## src/rtl/opcode_exec.sv

```systemverilog
// Command executor for the temperature monitor: decodes opcode/argument
// frames into threshold/enable registers and keeps a sticky alarm.
module opcode_exec #(
  parameter logic [7:0] TH_HIGH_INIT = 8'd80,
  parameter logic [7:0] TH_LOW_INIT  = 8'd10,
  parameter int         TIMEOUT      = 255
) (
  input  logic       clk,
  input  logic       rst_n,
  input  logic [7:0] din,
  input  logic       din_vld,
  input  logic [7:0] temp,
  input  logic       temp_vld,
  output logic [7:0] th_high,
  output logic [7:0] th_low,
  output logic       alarm_en,
  output logic       alarm,
  output logic       cmd_done,
  output logic       cmd_err
);

  localparam int CW = $clog2(TIMEOUT + 1);
  localparam logic [CW-1:0] CNT_LAST = CW'(TIMEOUT - 1);

  typedef enum logic {IDLE, ARG} state_t;

  state_t        state;
  logic [7:0]    opcode;
  logic [CW-1:0] cnt;
  logic          trip;

  // Trip uses pre-update thresholds/enable
  assign trip = alarm_en && temp_vld &&
                (temp > th_high || temp < th_low);

  always_ff @(posedge clk or negedge rst_n) begin
    if (!rst_n) begin
      state    <= IDLE;
      opcode   <= '0;
      cnt      <= '0;
      th_high  <= TH_HIGH_INIT;
      th_low   <= TH_LOW_INIT;
      alarm_en <= 1'b0;
      alarm    <= 1'b0;
      cmd_done <= 1'b0;
      cmd_err  <= 1'b0;
    end else begin
      cmd_done <= 1'b0;
      cmd_err  <= 1'b0;
      unique case (state)
        IDLE: begin
          if (din_vld) begin
            opcode <= din;
            cnt    <= '0;
            state  <= ARG;
          end
        end
        ARG: begin
          if (din_vld) begin
            state <= IDLE;
            unique case (opcode)
              8'h01: begin
                if (din >= th_low) begin
                  th_high  <= din;
                  cmd_done <= 1'b1;
                end else begin
                  cmd_err  <= 1'b1;
                end
              end
              8'h02: begin
                if (din <= th_high) begin
                  th_low   <= din;
                  cmd_done <= 1'b1;
                end else begin
                  cmd_err  <= 1'b1;
                end
              end
              8'h03: begin
                alarm_en <= din[0];
                cmd_done <= 1'b1;
              end
              8'h04: begin
                alarm    <= 1'b0;
                cmd_done <= 1'b1;
              end
              default: cmd_err <= 1'b1;
            endcase
          end else if (cnt == CNT_LAST) begin
            cmd_err <= 1'b1;
            opcode  <= '0;
            state   <= IDLE;
          end else begin
            cnt <= cnt + 1'b1;
          end
        end
        default: state <= IDLE;
      endcase
      // Set wins over a same-cycle clear
      if (trip) alarm <= 1'b1;
    end
  end

endmodule
```

## config.mk

```make
export PLATFORM = sky130hd
export DESIGN_NAME = opcode_exec
export DESIGN_NICKNAME = d
export VERILOG_FILES = /design/src/rtl/opcode_exec.sv
export SDC_FILE = /design/constraint.sdc
export NUM_CORES = 1
export LEC_CHECK = 0
export BUFFER_PORTS_ARGS = -buffer_cell sky130_fd_sc_hd__buf_2
export CORE_MARGIN = 2
export CORE_UTILIZATION = 55
export CTS_CLUSTER_DIAMETER = 40
export DETAILED_ROUTE_END_ITERATION = 10
export GPL_ROUTABILITY_DRIVEN = 0
export PLACE_DENSITY_LB_ADDON = 0.3
export SLEW_MARGIN = 20
export SYNTH_ARGS = -nofsm -noshare
export SYNTH_HDL_FRONTEND = slang
export SYNTH_SLANG_ARGS = --single-unit
```

## constraint.sdc

```tcl
create_clock -name clk -period 3.5 [get_ports clk]
set_clock_uncertainty 0.2 [all_clocks]
set_input_delay 0.7 -clock clk [delete_from_list [all_inputs] [get_ports clk]]
set_output_delay 0.7 -clock clk [all_outputs]
set_load 0.005 [all_outputs]
```

# Word level (Yosys, flattened, before mapping)
# Index checks and enable logic that the tools add are counted.
# totals
regBits	37
wordCells	64
inputBits	20
out_inout_bits	20
# classes
addsub	1
magnitude_cmp	4
eq_ne	9
n_bitwise	1
n_mux	27
reduce_logical	13
# ops
operator	count
$mux W8	6
$pmux W8 S2	2
$eq A8 B2 Y1 const B	2
$mux W1	16
$reduce_and A3 Y1	4
$add A8 B1 Y8 const B	1
$eq A8 B1 Y1 const B	1
$eq A8 B3 Y1 const B	1
$eq A8 B8 Y1 const B	1
$ge A8 B8 Y1	1
$gt A8 B8 Y1	1
$le A8 B8 Y1	1
$lt A8 B8 Y1	1
$reduce_and A4 Y1	2
$ne A2 B2 Y1 const B	3
$pmux W1 S3	2
$reduce_bool A2 Y1	3
$logic_and A1 B1 Y1	2
$ne A2 B1 Y1 const B	1
$pmux W1 S2	1
$reduce_or A2 Y1	1
$logic_or A1 B1 Y1	1
$not A1 Y1	1

# Logic depth before layout (Yosys ltp)
# depth
ltp_word	5
depth_mapped	8

# Least setup slack after synthesis
# Ideal clock, no wire load.
# synth_timing
path_type	input to register
startpoint	in din[0]
endpoint	reg th_high[0]
slack_ns	0.995
cell_stages	8
arrival_time_ns	2.180
setup_time_ns	0.125
required_time_ns	3.175
cell_sequence	inv_1 > ha_1 > nand2b_1 > a211oi_1 > o21bai_1 > a22o_1 > nand3b_2 > mux2_2
# synth_via
elab_chain_len	2
# synth_lines
element	line_no	rtl
from (decl)	10	input logic [7:0] din,
$ge A8 B8 Y1	63	if (din >= th_low) begin
$reduce_and A4 Y1 (no source line)	n/a	
to (signal assigned)	64	th_high <= din;
to (decl)	14	output logic [7:0] th_high,
# Several ways; a longest one is shown, not always the timed one.
# A chain may end at the register's enable or synchronous reset.

# Worst setup path after layout
# layout_timing
startpoint	in din[0]
endpoint	reg th_high[5]
# layout_via
elab_chain_len	2
# layout_lines
element	line_no
$ge A8 B8 Y1	63
$reduce_and A4 Y1 (no source line)	n/a
# Every way passes these cells.

==> impl_metrics.json <==
{
  "antennaDiodeCount": 0,
  "grt_pass1_vias": 1893,
  "final_util_pct": 67.5,
  "die_w_um": 69.7,
  "fin_crit_sh_pct": 72.0,
  "grt_max_degree": 38,
  "wl_met3_um": 210,
  "cts_root_buf": "clkbuf_8",
  "wl_per_cell_um": 15.9,
  "power.total_w": 0.00135,
  "nFillCells": 329,
  "switching_share_pct": 30.2,
  "dieArea_um2": 4850,
  "comb_power_share_pct": 25.8,
  "outcome": "finished, final reports clean",
  "boundaryPins": 40,
  "synth_nets": 277,
  "yosys_most_used_dff": "dfrtp_1",
  "dr.first_iter.drc_count": 119,
  "grt.total_usage_pct": 23.4,
  "worst_path_largest_cell_delay_ps": 370,
  "hold_buffers": 0,
  "endpoint_kind": "flip-flop",
  "path_max_fanout": 8,
  "vias": 1895,
  "start_util_pct": 58.0,
  "layout_min_cycle_time_ps": 2520,
  "pre_cts_slack_ps": 672,
  "async_flop_share_pct": 100,
  "htreeDepth": 2,
  "clock_latency_ps": 300,
  "area.growth.synth_to_final_pct": 16.3,
  "syn_avg_cell_area_um2": 10.6,
  "tightest_slew_ps": 825,
  "ys_seq_area_share_pct": 39.3,
  "fin_nets": 321,
  "p_per_area_nw_per_um2": 491,
  "wl_met1_mm": 2.49,
  "grt_pass1_wl_mm": 9.02,
  "syn_inst": 224,
  "viasPerCell": 5.94,
  "crit_slowest_cell": "mux2_2",
  "first_pass_iters": 4,
  "io_buffers": 39,
  "arrival_ps": 2500,
  "ant_nets": 0,
  "crit_chain": "buf_2 > inv_1 > ha_1 > nand2b_1 > a211oi_1 > o21bai_1 > a22o_1 > nand3b_2 > mux2_2",
  "cap_viol_max_count": 0,
  "ys.warnings.count": 0,
  "clkTransAtPathRegs_ps": 80,
  "cp_data_required_time_ps": 3480,
  "vdd_ir_drop_max_mv": 0.334,
  "syn_area_um2": 2370,
  "cts_sinks": 37,
  "holdCritPathClass": "primary input to asynchronous set/reset pin",
  "fmaxAchievable_mhz": 397,
  "post_cts_buffers": 0,
  "finalSetupViolations": 0,
  "overflow": 0,
  "p_sw_w": 0.000409,
  "drt-total-wl_mm": 5.08,
  "std_cell_rows": 23,
  "setup-tns-final_ps": 0,
  "power_leakage_nw": 1.33,
  "antenna_found_initial": 0,
  "numCtsBuffers": 5,
  "fin_ws_ps": 980,
  "top_layer_used": "met4",
  "rsz0062_at_grt": "no",
  "die_h_um": 69.7,
  "relSlewSlack_pct": 45.0,
  "drive_gt1_share_pct": 26.4,
  "ys_types": 43,
  "cts_tree": "built",
  "clkPwrFrac_pct": 32.6,
  "yosys_register_bits": 37,
  "core_um2": 4090,
  "hold_viol_final": 0,
  "cp_top_family": "compound AO/OA/AOI/OAI gates",
  "synth_edf_count": 0,
  "clock_path_buffers": 2,
  "critical_path_class": "primary input to flip-flop",
  "post-route-drc-count": 0,
  "met2WireLength_mm": 2.32,
  "critPathBufInv": 2,
  "slew_viol_final": 0,
  "startpoint_type": "primary input",
  "p_int_w": 0.000945,
  "hpwl_mm": 3.81,
  "cts_resized": 0,
  "seqPwrFrac_pct": 41.6
}
==> cell usage in the layout (no fill, tap or decap), types with 8 or more instances in the layout <==
cell type,n
a21oi_1,16
a22o_1,10
buf_2,39
dfrtp_1,33
ha_1,33
inv_1,20
mux2_2,14
nand2_1,8
nor2_1,14
o21ai_0,8
==> cell families after synthesis <==
group	synth area share [%]
multiplexers	7.60
AND/OR/NAND/NOR	12.9
flip-flops	39.3
AO/OA/AOI/OAI	17.8
XOR/XNOR	1.11
adder cells (fa/ha/maj)	17.4
buffers and inverters	3.85
==> stage by stage <==
step / instances / hold slack, ps / instance area [um^2]
final: 319 / 293 / 2760
after global routing: 319 / 346 / 2760
after CTS: 319 / 318 / 2760
after detailed placement: 311 / 308 / 2620
after global placement: 311 / 301 / 2620
after floorplan: 224 / 204 / 2370
==> area by class of cell <==
| class | instances | area, um^2 | share of cell area, % |
|---|---|---|---|
| Timing Repair Buffer | 40 | 203 | 7.35 |
| Clock inverter | 3 | 65.1 | 2.36 |
| Sequential cell | 37 | 931 | 33.8 |
| Clock buffer | 5 | 68.8 | 2.50 |
| Multi-Input combinational cell | 163 | 1350 | 48.9 |
| Tap cell | 50 | 62.6 | 2.27 |
| Inverter | 21 | 78.8 | 2.86 |
==> power groups by stage <==
stage	Sequential, W	Clock, W	Combinational [W]
after floorplan	0.000554	0	0.000231
after global placement	0.000569	0	0.000335
after detailed placement	0.000569	0	0.000348
after CTS	0.000562	0.000450	0.000350
after global routing	0.000572	0.000466	0.000405
final	0.000563	0.000442	0.000349
==> layer usage <==
layer | GRT usage [%] | vias to the layer above
met1 | 33.6 | 914
met5 | 0 | -
li1 | - | 926
met2 | 35.8 | 47
met3 | 4.22 | 8
met4 | 7.69 | 0
==> worst paths after layout <==
path	startpoint	endpoint	slack, ps	depth (start not counted)
setup reg to reg	th_high[6]	th_low[2]	1010	7
max in group asynchronous	rst_n	opcode[0]	2270	1
setup / recovery	din[0]	th_high[5]	980	9
min in group clk	th_low[6]	th_low[6]	320	1
hold reg to reg	th_low[6]	th_low[6]	320	1
hold / removal	rst_n	alarm	290	1
==> synth_stat cells, types with 2 or more instances <==
cell type	count	area (um^2)
o211ai_1	6	45.0
o22ai_1	2	12.5
nor4b_1	2	17.5
nand2_1	8	30.0
nand3_1	6	30.0
clkbuf_1	2	7.51
a21o_1	4	30.0
xor2_1	2	17.5
nand4_1	6	37.5
ha_1	33	413
a22o_1	10	87.6
dfrtp_1	33	826
mux2_2	14	158
o21ai_0	8	40.0
nor2b_1	6	37.5
dfstp_2	4	105
nor2_1	14	52.6
inv_1	20	75.1
a21oi_1	16	80.1
mux2_1	2	22.5
a211oi_1	3	22.5
nor3_1	2	10.0
==> state kept, by name, indices dropped and copies added (netlist names) <==
| register | flops |
|---|---|
| cnt | 8 |
| th_high | 8 |
| th_low | 8 |
| cmd_err | 1 |
| cmd_done | 1 |
| state | 1 |
| alarm | 1 |
| opcode | 8 |
| alarm_en | 1 |
==> worst reg2reg max path: stages, from the launching register on <==
cell	delay [ps]
dfstp_2	560
inv_1	60
ha_1	290
nand4_1	150
a21o_1	200
nor2b_1	150
o2111ai_4	370
mux2_2	380
No activity file was read; power rests on OpenSTA's default activity.
